### src/rtl/button_pkg.sv
// Shared types and helpers for the front-panel button event controller.
package button_pkg;
  localparam int TICK_MAX_DEFAULT   = 249999;
  localparam int FIFO_DEPTH_DEFAULT = 4;
  localparam int N_BTN_DEFAULT      = 4;
  localparam int BTN_ID_W           = $clog2(N_BTN_DEFAULT);

  typedef logic [BTN_ID_W-1:0] btn_id_t;

  function automatic int rr_next(input int ptr, input int n);
    return (ptr + 1 >= n) ? 0 : ptr + 1;
  endfunction
endpackage

### src/rtl/evt_fifo.sv
// Show-ahead event FIFO; head word is presented while count is non-zero.
module evt_fifo #(
  parameter int W     = 2,
  parameter int DEPTH = 4,
  localparam int PW   = (DEPTH > 1) ? $clog2(DEPTH) : 1,
  localparam int CW   = $clog2(DEPTH + 1)
) (
  input  logic          clk,
  input  logic          rst,
  input  logic          push,
  input  logic [W-1:0]  din,
  input  logic          ready,
  output logic          valid,
  output logic [W-1:0]  dout,
  output logic [CW-1:0] count
);
  logic [W-1:0]  mem [DEPTH];
  logic [PW-1:0] rd_ptr, wr_ptr;
  logic          do_push, do_pop;

  assign valid   = (count != '0);
  assign do_pop  = valid & ready;
  assign do_push = push & (count != CW'(DEPTH));
  assign dout    = valid ? mem[rd_ptr] : '0;

  always_ff @(posedge clk) begin
    if (do_push) mem[wr_ptr] <= din;
  end

  // Depth is a power of two, so the pointers wrap on natural overflow.
  always_ff @(posedge clk) begin
    if (rst) begin
      rd_ptr <= '0;
      wr_ptr <= '0;
      count  <= '0;
    end else begin
      if (do_push) wr_ptr <= wr_ptr + 1'b1;
      if (do_pop)  rd_ptr <= rd_ptr + 1'b1;
      count <= count + CW'(do_push) - CW'(do_pop);
    end
  end
endmodule

### src/rtl/button_event_ctrl.sv
// Shared-prescaler button debounce, press-edge detect and round-robin
// arbitration of press events into a small show-ahead FIFO.
module button_event_ctrl
  import button_pkg::*;
#(
  parameter int N_BTN      = 4,
  parameter int TICK_MAX   = TICK_MAX_DEFAULT,
  parameter int FIFO_DEPTH = FIFO_DEPTH_DEFAULT,
  parameter int ID_W       = (N_BTN > 1) ? $clog2(N_BTN) : 1
) (
  input  logic             clk,
  input  logic             rst,
  input  logic [N_BTN-1:0] i_btn,
  output logic             o_evt_valid,
  output logic [ID_W-1:0]  o_evt_id,
  input  logic             i_evt_ready,
  output logic [N_BTN-1:0] o_btn_level,
  output logic             o_overflow
);
  localparam int CNT_W = (TICK_MAX > 0) ? $clog2(TICK_MAX + 1) : 1;
  localparam int FCW   = $clog2(FIFO_DEPTH + 1);

  logic [CNT_W-1:0] presc;
  logic             tick, tick_d;
  logic [N_BTN-1:0] sync1, sync2, q0, q1, q2;
  logic [N_BTN-1:0] press, pend, gnt_mask;
  logic [ID_W-1:0]  rr_ptr, gnt_id;
  logic             gnt_vld, overflow;
  logic [FCW-1:0]   fifo_count;
  int               j;

  assign tick  = (presc == CNT_W'(TICK_MAX));
  assign press = {N_BTN{tick_d}} & q1 & ~q2;

  // First pending channel at or after rr_ptr; nothing granted while full.
  always_comb begin
    gnt_vld  = 1'b0;
    gnt_id   = '0;
    gnt_mask = '0;
    j        = 0;
    if (fifo_count != FCW'(FIFO_DEPTH)) begin
      for (int k = 0; k < N_BTN; k++) begin
        j = int'(rr_ptr) + k;
        if (j >= N_BTN) j = j - N_BTN;
        if (!gnt_vld && pend[ID_W'(j)]) begin
          gnt_vld = 1'b1;
          gnt_id  = ID_W'(j);
        end
      end
    end
    if (gnt_vld) gnt_mask[gnt_id] = 1'b1;
  end

  always_ff @(posedge clk) begin
    if (rst) begin
      presc    <= '0;
      tick_d   <= 1'b0;
      sync1    <= '0;
      sync2    <= '0;
      q0       <= '0;
      q1       <= '0;
      q2       <= '0;
      pend     <= '0;
      rr_ptr   <= '0;
      overflow <= 1'b0;
    end else begin
      presc  <= tick ? '0 : presc + 1'b1;
      tick_d <= tick;
      sync1  <= i_btn;
      sync2  <= sync1;
      if (tick) begin
        q0 <= sync2;
        q1 <= q0;
        q2 <= q1;
      end
      // A new press beats the same-cycle grant so the channel stays pending.
      pend     <= (pend & ~gnt_mask) | press;
      overflow <= |(press & pend & ~gnt_mask);
      if (gnt_vld) rr_ptr <= ID_W'(rr_next(int'(gnt_id), N_BTN));
    end
  end

  evt_fifo #(.W(ID_W), .DEPTH(FIFO_DEPTH)) u_fifo (
    .clk   (clk),
    .rst   (rst),
    .push  (gnt_vld),
    .din   (gnt_id),
    .ready (i_evt_ready),
    .valid (o_evt_valid),
    .dout  (o_evt_id),
    .count (fifo_count)
  );

  assign o_btn_level = q1;
  assign o_overflow  = overflow;
endmodule
### config.mk
export PLATFORM = sky130hd
export DESIGN_NAME = button_event_ctrl
export DESIGN_NICKNAME = d
export VERILOG_FILES = /design/src/rtl/button_pkg.sv /design/src/rtl/evt_fifo.sv /design/src/rtl/button_event_ctrl.sv
export SDC_FILE = /design/constraint.sdc
export NUM_CORES = 1
export LEC_CHECK = 0
export CAP_MARGIN = 25
export CORE_ASPECT_RATIO = 0.6
export CORE_MARGIN = 2
export CORE_UTILIZATION = 55
export DETAILED_ROUTE_END_ITERATION = 7
export PLACE_DENSITY = 0.74
export SLEW_MARGIN = 20
export SYNTH_ARGS = -nofsm -noshare
export SYNTH_HDL_FRONTEND = slang
export SYNTH_SLANG_ARGS = --single-unit
### constraint.sdc
create_clock -name clk -period 2.9 [get_ports clk]
set_input_delay 0.87 -clock clk [delete_from_list [all_inputs] [get_ports clk]]
set_output_delay 0.87 -clock clk [all_outputs]
set_load 0.05 [all_outputs]
==> results of run 1 <==
[routing by layer]
metal	track usage, %	wire [µm]	up-vias
met3	8.40	308	0
met4	4.23	0	0
li1	-	-	1036
met5	0	0	-
met1	33.0	2820	906
met2	28.4	2210	53
[state kept, by name (all words and copies together) (netlist names), named ones only]
name           cells
presc             18
pend               4
q2                 4
rr_ptr             2
o_overflow         1
u_fifo.rd_ptr      2
u_fifo.wr_ptr      2
tick_d             1
u_fifo.mem         8
q0                 4
sync1              4
o_btn_level        4
sync2              4
u_fifo.count       3
[how the worst max path moves through the flow]
stage / depth (start not counted) / end
6_report: 2 / o_evt_valid
3_5_place_dp: 8 / u_fifo.count[2]
2_1_floorplan: 8 / u_fifo.count[2]
5_1_grt: 2 / o_evt_valid
4_1_cts: 2 / o_evt_valid
3_3_place_gp: 8 / u_fifo.count[2]
[through the flow]
stage	setup slack (ns)	hold slack (ns)
6_report	0.183	0.437
5_1_grt	0.105	0.448
4_1_cts	0.157	0.441
3_5_place_dp	0.205	0.427
3_3_place_gp	0.254	0.415
2_1_floorplan	0.543	0.414
[worst register-to-register path, cell delays in order, from the launching register on]
cell and delay (ns):
dfxtp_1 0.31, or3_1 0.46, and2_1 0.23, ha_1 0.27, inv_1 0.04, ha_1 0.18, fa_1 0.37, xnor2_1 0.16
nor2_1 0.05
[cell usage in the layout, fill, tap and decap left out, types with 2 or more instances in the layout]
cell	instances
a21oi_1	18
and2_1	8
and3_2	2
buf_4	2
clkbuf_8	12
clkdlybuf4s50_1	11
dfxtp_1	55
dlygate4sd2_1	2
edfxtp_1	8
ha_1	11
inv_1	10
mux2i_1	3
mux4_2	2
nand2_1	13
nand2b_1	3
nand3_1	23
nand4_1	3
nor2_1	23
nor2b_1	10
nor3_1	19
nor3b_1	3
nor4_1	6
o21a_1	2
o21ai_0	10
o21ai_1	3
xnor2_1	15
xor2_1	5
[cell type report]
type | instances | share of cell area (%)
Multi-Input combinational cell | 204 | 43.4
Clock inverter | 1 | 0.157
Clock buffer | 13 | 5.30
Sequential cell | 63 | 42.1
Inverter | 10 | 1.18
Tap cell | 66 | 2.59
Timing Repair Buffer | 17 | 5.26
[cell families (layout without fill, tap and decap cells)]
logic type | after synthesis | in the layout | share of synthesized area, %
simple gates | 127 | 127 | 25.9
flops | 63 | 63 | 47.4
compound gates | 40 | 40 | 8.67
buf+inv | 24 | 41 | 3.63
xor+xnor | 20 | 20 | 6.19
fa+ha+maj | 12 | 12 | 5.57
mux | 5 | 5 | 2.65
[report_power, final]
group	internal (µW)	switching [µW]
logic	147	217
registers	926	32.5
clock network	369	300
==> impl_metrics.ini, run 1 <==
[setup_path]
cp_data_arrival_time_ns = 1.85
path_cells = or3_1 -> clkdlybuf4s50_1
path_buf_inv = 1
regToRegEndpoint = u_fifo.count[2]
end_kind = output pin
cp_slowest_cell = clkdlybuf4s50_1
cpLargestDelayFamily = buffers and inverters
critical_path_class = reg2out
critPathMaxFanout = 5
startpoint = u_fifo.count[0]
r2r_start = u_fifo.count[0]
crit_path_start_kind = flip-flop
max_stage_delay_ns = 0.74
cp.required_ns = 2.03
worstRegToRegCells = 8
reg2reg_slack_ns = 0.70

[cts]
clockRootBuffer = clkbuf_8
cts_buffer_depth = 2
clkLatencyLatePin_ns = 0.34
clkSinkCount = 63
post_cts_resized = 2
cts_setup_buffers = 0
numCtsBuffers = 9
cts_tree = built
clk_pin_slew_ns = 0.06
cts_max_level = 3
hold_buffers = 0

[pwr]
power.density_nw_per_um2 = 625
peakVddDrop_mv = 0.427
p_leak_uw = 0.00113
power_uw = 1990

[cells_and_area]
seq_area_um2 = 1340
multi_input_area_um2 = 1390
instances_no_fill = 374
final_nets = 324
stdcell_area_um2 = 3190
drive_gt1_share_pct = 10.7
finish.utilization_pct = 63.7
area_delta_synth_final_pct = 12.7
fill_cells = 409
diodes = 0

[synthesis]
synth_seq_area_share_pct = 47.4
ys_ff_latch = 63
synth-main-ff-cell = dfxtp_1
syn-num-nets = 310
synth_cells = 291
syn_area_um2 = 2830
synth_commonest_cells = 55 x dfxtp_1, 23 x nand3_1, 23 x nor2_1, 19 x nor3_1, 18 x a21oi_1
synth_edf_count = 8
synth_top_area_share_pct = 38.9
yosysWarningCount = 0
synth_top_cell_by_area = dfxtp_1
synth_cell_types = 48
syn_area_per_cell_um2 = 9.72
synth-async-reset-ratio_pct = 0
synth_area_leaders = dfxtp_1 39%, edfxtp_1 8.5%, ha_1 4.9%
yosysMostFrequentCell = dfxtp_1

[hold_path]
hold_path_depth = 1
holdPathEnd = sync2[0]
min_from = sync1[0]
hold_class = reg2reg

[die]
die_area_um2 = 5750
start_util_pct = 56.5
ioPinCount = 15
num_rows = 20
die_y_um = 59.6
die_w_um = 96.6
core_um2 = 5000

[timing]
slew-limit-headroom_pct = 64.8
worst_pin_slew_ns = 0.526
drv_slew = 0
finClkSkew_ns = 0.00736
period_needed_ns = 2.72
hold_viol = 0
setup_viol = 0
setup-tns-final_ns = 0
fmax_mhz = 368
rsz0062_at_grt = false
post-route-period-util_pct = 93.7

[global_routing]
grt_pass1_vias = 1766
grt_max_degree = 35
grt_overflow = 0
grt_usage_pct = 21.5
antenna_found_initial = 0
grt_pass1_wl_um = 9030

[routing]
routed_wirelength_um = 5340
post_drt_via_cell_ratio = 5.33
ant_nets = 0
drc = 0
first_pass_iters = 4
drtIter0Drc = 104
wl_per_cell_um = 14.3
route.vias.total = 1995

[placement]
placed_area_um2 = 3020
dp.cells = 360
routabilityCongestion = 0.811
place_hpwl_um = 3690
numPortBuffers = 14

[outcome]
outcome = completed

[run]
cap_violations = 0
(Power assumes the default switching activity.)
==> run 2, diff against run 1 <==
--- a/config.mk
+++ b/config.mk
@@ -5,6 +5,7 @@
 export SDC_FILE = /design/constraint.sdc
 export NUM_CORES = 1
 export LEC_CHECK = 0
+export ABC_CLOCK_PERIOD_IN_PS = 2900
 export CAP_MARGIN = 25
 export CORE_ASPECT_RATIO = 0.6
 export CORE_MARGIN = 2
==> results of run 2 <==
No change in the layout: final DEF, timing and power equal those of run 1.
==> run 3, diff against run 2 <==
--- a/config.mk
+++ b/config.mk
@@ -7,10 +7,11 @@
 export LEC_CHECK = 0
 export ABC_CLOCK_PERIOD_IN_PS = 2900
 export CAP_MARGIN = 25
-export CORE_ASPECT_RATIO = 0.6
 export CORE_MARGIN = 2
 export CORE_UTILIZATION = 55
 export DETAILED_ROUTE_END_ITERATION = 7
+export GPL_ROUTABILITY_DRIVEN = 0
+export GPL_TIMING_DRIVEN = 0
 export PLACE_DENSITY = 0.74
 export SLEW_MARGIN = 20
 export SYNTH_ARGS = -nofsm -noshare
==> run 3 against run 2 <==
Effect of this change: hold slack gained 0.0039 ns; wire length shrank 4.5%; clock skew shrank 0.0015 ns; combinational power is essentially flat; utilization grew 0.42 points; critical path type unchanged; critical endpoint unchanged; largest cell class unchanged; highest routed layer is now met4.
==> impl_metrics.ini, run 3 (synthesized netlist as in run 1, its figures left out) <==
[outcome]
outcome = completed

[timing]
worst_slack_ns = 0.219
worst_pin_slew_ns = 0.581
setup_viol = 0
drv_slew = 0
fmax_mhz = 373
hold_viol = 0
slew-limit-headroom_pct = 61.3
setup-tns-final_ns = 0
period_needed_ns = 2.68
post-route-period-util_pct = 92.5
rsz0062_at_grt = false
finClkSkew_ns = 0.00590

[placement]
place_hpwl_um = 3580
place_ws_ns = 0.228
numPortBuffers = 13
dp.cells = 374

[cells_and_area]
final_nets = 334
instances_no_fill = 390
most-common-layout-cells = 55 x dfxtp_1, 23 x nor2_1, 23 x nand3_1, 19 x nor3_1, 18 x a21oi_1
finish.utilization_pct = 64.1
mostFrequentLayoutCell = dfxtp_1
largest_reg_flops = 18
multi_input_area_um2 = 1390
diodes = 0
seq_area_um2 = 1340
area_delta_synth_final_pct = 14.3
drive_gt1_share_pct = 11.6
fill_cells = 426
largest_registers = presc x18, u_fifo.mem x8
largest_register = presc

[pwr]
p_seq_share_pct = 46.9
p_leak_uw = 0.00115
p_sw_uw = 574
swShare_pct = 28.1
power.density_nw_per_um2 = 632
p_int_uw = 1470
peakVddDrop_mv = 0.442
combPwrFrac_pct = 17.7
power_uw = 2040
p_clk_share_pct = 35.5

[cts]
hold_buffers = 0
clkSinkCount = 63
post_cts_resized = 2
cts_buffer_depth = 2
clockRootBuffer = clkbuf_8
clkLatencyLatePin_ns = 0.33
cts_setup_buffers = 0
clk_pin_slew_ns = 0.07
cts_tree = built
cts_max_level = 3
numCtsBuffers = 9

[routing]
ant_nets = 0
routed_wirelength_um = 5100
post_drt_via_cell_ratio = 5.29
first_pass_iters = 4
route.vias.total = 2065
wl_per_cell_um = 13.1
drc = 0
drtIter0Drc = 79

[global_routing]
grt_pass1_wl_um = 8620
antenna_found_initial = 0
grt_max_degree = 12
grt_pass1_vias = 1868
grt_overflow = 0
grt_usage_pct = 20.1

[setup_path]
path_cells = or3_1 -> clkdlybuf4s50_1
startpoint = u_fifo.count[0]
cp.required_ns = 2.03
crit_path_start_kind = flip-flop
end_kind = output pin
cp_slowest_cell = clkdlybuf4s50_1
r2r_start = u_fifo.count[1]
cp_data_arrival_time_ns = 1.81
critical_path_class = reg2out
max_stage_delay_ns = 0.73
critPathMaxFanout = 5

[die]
ioPinCount = 15
die_y_um = 75.7
start_util_pct = 56.1
num_rows = 26
die_w_um = 75.7
core_um2 = 5040
die_area_um2 = 5730

[hold_path]
hold_class = reg2reg
min_from = sync1[2]

[run]
cap_violations = 0
-- run 3: cell types whose count changed in the layout (fill, tap and decap cells not counted), sizes merged --
cell / delta
clkinv: +3
clkinvlp: +1
bufinv: +1
clkbuf: +5
buf: +2
-- run 3: worst paths after layout --
kind | to | slack, ns | cells past startpoint
setup reg to reg | o_overflow | 0.40 | 9
setup / recovery | o_evt_valid | 0.22 | 2
hold reg to reg | sync2[2] | 0.44 | 1
hold / removal | sync2[2] | 0.44 | 1
-- run 3: area by class of cell --
| class | instances | share of cell area, % |
|---|---|---|
| plain buffers | 14 | 2.01 |
| clock buffers | 10 | 3.95 |
| clock inverters | 6 | 1.90 |
| inverters | 10 | 1.16 |
| multi-input cells | 204 | 42.8 |
| flip-flops and latches | 63 | 41.5 |
| well taps | 70 | 2.71 |
| repair buffers | 13 | 3.95 |
-- run 3: through the flow --
| stage | hold slack (ns) | cell area [µm²] |
|---|---|---|
| after global routing | 0.456 | 3230 |
| after floorplan | 0.414 | 2830 |
| after detailed placement | 0.429 | 3050 |
| after global placement | 0.416 | 3050 |
| final | 0.441 | 3230 |
| after CTS | 0.446 | 3230 |
-- run 3: routing by layer --
| layer | vias up | track usage, % | share of wire, % |
|---|---|---|---|
| met1 | 966 | 25.5 | 45 |
| li1 | 1061 | - | - |
| met4 | 0 | 9.94 | 1.1 |
| met5 | - | 0 | 0 |
| met2 | 32 | 32.7 | 50 |
| met3 | 6 | 3.97 | 4.1 |
-- run 3: critical path, delay by kind of cell, from the launching register on --
family                 cells  cell delay [ns]
AND/OR/NAND/NOR            1             0.44
buffers and inverters      1             0.73
flip-flops                 1             0.32
-- run 3: power by group through the flow --
| stage | Clock, µW | Combinational [µW] | Sequential, µW |
|---|---|---|---|
| 2_1_floorplan | 0 | 284 | 970 |
| 3_3_place_gp | 0 | 372 | 975 |
| 3_5_place_dp | 0 | 376 | 976 |
| 4_1_cts | 738 | 367 | 958 |
| 5_1_grt | 784 | 402 | 965 |
| 6_report | 725 | 361 | 957 |
